==> src/rtl/mips_pkg.sv <==
// rtl/mips_pkg.sv - shared constants and fetch FSM encoding for the MIPS pipeline
package mips_pkg;

  localparam int REG_W   = 4;
  localparam int OPC_W   = 4;
  localparam int OPC_LSB = 12;
  localparam int RS_LSB  = 8;
  localparam int RT_LSB  = 4;

  localparam logic [15:0] NOP_INSTR = 16'h0000;

  typedef enum logic {
    ST_REQ  = 1'b0,
    ST_HELD = 1'b1
  } fetch_state_e;

endpackage

==> src/rtl/if_id_reg.sv <==
// rtl/if_id_reg.sv - IF/ID pipeline register with load, hold and flush
module if_id_reg
  import mips_pkg::*;
#(
  parameter int PC_W    = 16,
  parameter int INSTR_W = 16
) (
  input  logic               clk,
  input  logic               rst,
  input  logic               flush,
  input  logic               load,
  input  logic [INSTR_W-1:0] load_instr,
  input  logic [PC_W-1:0]    load_pc_plus1,
  output logic               valid,
  output logic [INSTR_W-1:0] instr,
  output logic [PC_W-1:0]    pc_plus1
);

  logic               valid_q, valid_d;
  logic [INSTR_W-1:0] instr_q, instr_d;
  logic [PC_W-1:0]    pc_plus1_q, pc_plus1_d;

  // Flush wins over load so a bubble is always clean
  always_comb begin
    valid_d    = valid_q;
    instr_d    = instr_q;
    pc_plus1_d = pc_plus1_q;
    if (flush) begin
      valid_d    = 1'b0;
      instr_d    = INSTR_W'(NOP_INSTR);
      pc_plus1_d = '0;
    end else if (load) begin
      valid_d    = 1'b1;
      instr_d    = load_instr;
      pc_plus1_d = load_pc_plus1;
    end
  end

  always_ff @(posedge clk or posedge rst) begin
    if (rst) begin
      valid_q    <= 1'b0;
      instr_q    <= INSTR_W'(NOP_INSTR);
      pc_plus1_q <= '0;
    end else begin
      valid_q    <= valid_d;
      instr_q    <= instr_d;
      pc_plus1_q <= pc_plus1_d;
    end
  end

  assign valid    = valid_q;
  assign instr    = instr_q;
  assign pc_plus1 = pc_plus1_q;

endmodule

==> src/rtl/fetch_stage.sv <==
// rtl/fetch_stage.sv - instruction fetch: PC, request FSM, hold buffer, IF/ID load
module fetch_stage
  import mips_pkg::*;
#(
  parameter int               PC_W     = 16,
  parameter int               INSTR_W  = 16,
  parameter logic [PC_W-1:0]  RESET_PC = '0
) (
  input  logic               clk,
  input  logic               rst,
  input  logic               pc_wr_en,
  input  logic               ifid_wr_en,
  input  logic               branch_taken,
  input  logic [PC_W-1:0]    branch_target,
  output logic               imem_req,
  output logic [PC_W-1:0]    imem_addr,
  input  logic               imem_ready,
  input  logic [INSTR_W-1:0] imem_data,
  output logic               id_valid,
  output logic [INSTR_W-1:0] id_instr,
  output logic [PC_W-1:0]    id_pc_plus1,
  output logic [REG_W-1:0]   id_rs,
  output logic [REG_W-1:0]   id_rt,
  output logic               id_reads
);

  fetch_state_e       state_q, state_d;
  logic [PC_W-1:0]    pc_q, pc_d;
  logic [INSTR_W-1:0] hold_instr_q, hold_instr_d;
  logic [PC_W-1:0]    hold_pc_q, hold_pc_d;

  logic               advance;
  logic               ifid_flush;
  logic               ifid_load;
  logic [INSTR_W-1:0] ifid_instr;
  logic [PC_W-1:0]    ifid_pc_plus1;

  assign advance = pc_wr_en & ifid_wr_en;

  always_comb begin
    state_d       = state_q;
    pc_d          = pc_q;
    hold_instr_d  = hold_instr_q;
    hold_pc_d     = hold_pc_q;
    ifid_flush    = 1'b0;
    ifid_load     = 1'b0;
    ifid_instr    = imem_data;
    ifid_pc_plus1 = pc_q + PC_W'(1);

    if (branch_taken) begin
      // Redirect drops both the in-flight response and anything held
      state_d      = ST_REQ;
      pc_d         = branch_target;
      hold_instr_d = '0;
      hold_pc_d    = '0;
      ifid_flush   = 1'b1;
    end else begin
      unique case (state_q)
        ST_REQ: begin
          if (imem_ready && advance) begin
            ifid_load = 1'b1;
            pc_d      = pc_q + PC_W'(1);
          end else if (imem_ready) begin
            hold_instr_d = imem_data;
            hold_pc_d    = pc_q;
            state_d      = ST_HELD;
            ifid_flush   = ifid_wr_en;
          end else begin
            ifid_flush = ifid_wr_en;
          end
        end
        ST_HELD: begin
          if (advance) begin
            ifid_load     = 1'b1;
            ifid_instr    = hold_instr_q;
            ifid_pc_plus1 = hold_pc_q + PC_W'(1);
            pc_d          = pc_q + PC_W'(1);
            state_d       = ST_REQ;
          end else begin
            ifid_flush = ifid_wr_en;
          end
        end
        default: state_d = ST_REQ;
      endcase
    end
  end

  always_ff @(posedge clk or posedge rst) begin
    if (rst) begin
      state_q      <= ST_REQ;
      pc_q         <= RESET_PC;
      hold_instr_q <= '0;
      hold_pc_q    <= '0;
    end else begin
      state_q      <= state_d;
      pc_q         <= pc_d;
      hold_instr_q <= hold_instr_d;
      hold_pc_q    <= hold_pc_d;
    end
  end

  if_id_reg #(
    .PC_W    (PC_W),
    .INSTR_W (INSTR_W)
  ) u_if_id_reg (
    .clk           (clk),
    .rst           (rst),
    .flush         (ifid_flush),
    .load          (ifid_load),
    .load_instr    (ifid_instr),
    .load_pc_plus1 (ifid_pc_plus1),
    .valid         (id_valid),
    .instr         (id_instr),
    .pc_plus1      (id_pc_plus1)
  );

  // Reset state is REQ, so the request must be masked while rst is held
  assign imem_req  = (state_q == ST_REQ) && !rst;
  assign imem_addr = pc_q;

  assign id_rs    = id_instr[RS_LSB +: REG_W];
  assign id_rt    = id_instr[RT_LSB +: REG_W];
  assign id_reads = id_valid && (id_instr[OPC_LSB +: OPC_W] != '0);

endmodule
==> config.mk <==
export PLATFORM = sky130hd
export DESIGN_NAME = fetch_stage
export DESIGN_NICKNAME = d
export VERILOG_FILES = /design/src/rtl/mips_pkg.sv /design/src/rtl/if_id_reg.sv /design/src/rtl/fetch_stage.sv
export SDC_FILE = /design/constraint.sdc
export NUM_CORES = 1
export LEC_CHECK = 0
export CAP_MARGIN = 40
export CELL_PAD_IN_SITES_DETAIL_PLACEMENT = 1
export CELL_PAD_IN_SITES_GLOBAL_PLACEMENT = 1
export CORE_MARGIN = 5
export CORE_UTILIZATION = 42
export CTS_BUF_LIST = sky130_fd_sc_hd__clkbuf_4
export DETAILED_ROUTE_END_ITERATION = 10
export HOLD_SLACK_MARGIN = 0.15
export PLACE_DENSITY_LB_ADDON = 0.1
export SLEW_MARGIN = 10
export SYNTH_ARGS = -nofsm -noshare
export SYNTH_HDL_FRONTEND = slang
export SYNTH_SLANG_ARGS = --single-unit
==> constraint.sdc <==
create_clock -name clk -period 4.52 [get_ports clk]
set_input_delay 1.356 -clock clk [delete_from_list [all_inputs] [get_ports clk]]
set_output_delay 1.356 -clock clk [all_outputs]
set_load 0.005 [all_outputs]
==> flow_summary_export.csv <==
group,metric,value,unit
routing,vias,3747,
timing,slew-limit-headroom,44.4,%
job,cap_violations,0,
clock_tree,cts-htree-levels,3,
die,core,9730,sq um
yosys,syn_inst,457,
worst_setup_path,cp.arrival,2.40,ns
timing,min_period,3.76,ns
routing,drt-total-wl,13.0,mm
clock_tree,cts_tree,"built",
worst_setup_path,path_class,"in -> out",
worst_setup_path,cp.required,3.16,ns
routing,drtPass1Iterations,4,
die,core.rowCount,36,
place,gp_congestion,0.873,
final_layout,drive_gt1_share,9.17,%
timing,finalSetupTns,0,ns
grt,grt_pass1_wl,20.8,mm
final_layout,final_common_cell,"nand2_1",
yosys,syn_avg_cell_area,9.16,sq um
clock_tree,hold_buffers,0,
clock_tree,clockBufferDepth,2,
routing,post_drt_via_cell_ratio,5.52,
timing,hold_viol,0,
timing,rsz0062_at_grt,"no",
grt,grt_pass1_vias,3928,
yosys,synth_area,4190,sq um
yosys,synth-edff-count,0,
clock_tree,numCtsBuffers,9,
timing,maxSlewViolCount,0,
die,fp.dieH,110,um
final_layout,final_area,5420,sq um
power_and_ir_drop,ir_worst_vdd,0.133,mV
place,numPortBuffers,96,
timing,period_share,83.1,%
grt,grt_max_degree,41,
routing,wl_per_cell,19.1,um
timing,timing.hold.ws,0.488,ns
yosys,synthArstFlopShare,100,%
final_layout,n_fill_cell,1145,
place,pre_cts_ws,0.750,ns
worst_setup_path,cp_max_fo,2,
grt,antenna_found_initial,1,
final_layout,syn_to_final_growth,29.5,%
yosys,synth_ff_type,"dfrtp_1",
worst_setup_path,end_kind,"output port",
yosys,yosys_warnings,0,
clock_tree,cts_setup_buffers,0,
power_and_ir_drop,power.leakage,2.28,nW
hold_path,min_path_type,"reg -> reg",
yosys,synth_cell_type_count,40,
timing,clock-skew-final,0.0140,ns
timing,tightest_slew,0.833,ns
grt,grtUsageTotal,22.5,%
worst_setup_path,start_kind,"input port",
routing,antenna_left,0,
yosys,synth_seq_cells,82,
clock_tree,clk_pin_slew_worst_paths,0.13,ns
yosys,ys_seq_area_share,49.0,%
die,start_util,43.0,%
power_and_ir_drop,power_density,303,nW/um^2
place,dp_hpwl,9.31,mm
timing,finalSetupViolCount,0,
die,fp.dieW,110,um
die,fp.dieArea,12100,sq um
clock_tree,clock-root-buffer,"clkbuf_4",
final_layout,nNetsFinal,581,
power_and_ir_drop,power,1.64,mW
clock_tree,insertion_delay,0.44,ns
die,pin_count,97,
place,placedInstanceArea,5240,sq um
routing,initialDrtViolationCount,195,
clock_tree,cts_resized,0,
clock_tree,cts.sinks,82,
status,status,"finished, final reports clean",
timing,setup_ws,0.762,ns
yosys,synth_nets,497,
routing,drcViolationCount,0,
grt,grt_overflow,0,
timing,max_freq,266,MHz
final_layout,layout_common_cells,"nand2_1, clkdlybuf4s50_1, dfrtp_1",
-- metal layers --
metal  up-vias  global-route usage, %  share of wire, %
li1       1737                      -                 -
met1      1893                   28.7                43
met2        99                   38.3                51
met3        18                   4.05               4.8
met4         0                   8.19               1.8
met5         -                      0                 0
-- area by class of cell --
type	count	area, sq um	area share (%)
Antenna cell	1	2.50	0.0462
Clock buffer	10	75.1	1.39
Clock inverter	5	104	1.92
Inverter	5	20.0	0.369
Multi-Input combinational cell	334	1930	35.7
Sequential cell	82	2050	37.9
Tap cell	133	166	3.07
Timing Repair Buffer	109	1070	19.7
-- flip-flops by register name (all words and copies together) (netlist names) --
register,count
imem_addr,16
hold_pc_q,16
u_if_id_reg.valid,1
u_if_id_reg.instr,16
state_q,1
hold_instr_q,16
u_if_id_reg.pc_plus1,16
-- path summary, 6_finish.rpt --
path                                      startpoint              endpoint  slack (ns)  depth (start not counted)
worst max register to register               state_q  u_if_id_reg.instr[7]        2.57                          5
max in group asynchronous                        rst  u_if_id_reg.instr[7]        2.60                          4
worst max-delay path                             rst              imem_req        0.76                          3
worst min-delay path            u_if_id_reg.instr[1]  u_if_id_reg.instr[1]        0.49                          2
worst min register to register  u_if_id_reg.instr[1]  u_if_id_reg.instr[1]        0.49                          2
min in group asynchronous                        rst          hold_pc_q[0]        1.14                          2
-- power by group --
part	switching [mW]	leakage, nW	total [mW]	internal [mW]
sequential	0.0657	1.10	0.840	0.774
combinational	0.130	1.09	0.262	0.131
clock	0.259	0.0964	0.543	0.284
-- cells by family after synthesis --
group | after synthesis | synth area share [%]
mux | 1 | 0.239
compound gates | 95 | 15.1
fa+ha+maj | 2 | 0.598
flops | 82 | 49.0
xor+xnor | 33 | 6.91
buf+inv | 41 | 4.96
simple gates | 203 | 23.2
-- critical path, stage by stage --
cell	delay (ns)
clkdlybuf4s50_1	0.43
nor2_1	0.10
clkdlybuf4s50_1	0.51
-- synth_stat cells, drive strengths merged (5+ instances only) --
cell type	n	share of area [%]
a21oi	37	4.4
a22oi	11	2.3
buf	22	3.3
clkbuf	14	1.3
dfrtp	82	49
inv	5	0.45
nand2	143	13
nand3	12	2.3
nand4	7	1.6
nor2	18	1.7
nor3	9	1.4
nor4	6	1.9
o211ai	8	1.4
o21ai	16	1.9
o221ai	17	3.6
xnor2	16	3.3
xor2	17	3.6
-- metrics by stage --
step | instances | utilization [%]
5_1_grt | 679 | 55.7
4_1_cts | 678 | 55.7
3_3_place_gp | 661 | 53.6
3_5_place_dp | 663 | 53.8
6_report | 679 | 55.7
2_1_floorplan | 457 | -
No activity file was read; power rests on OpenSTA's default activity.
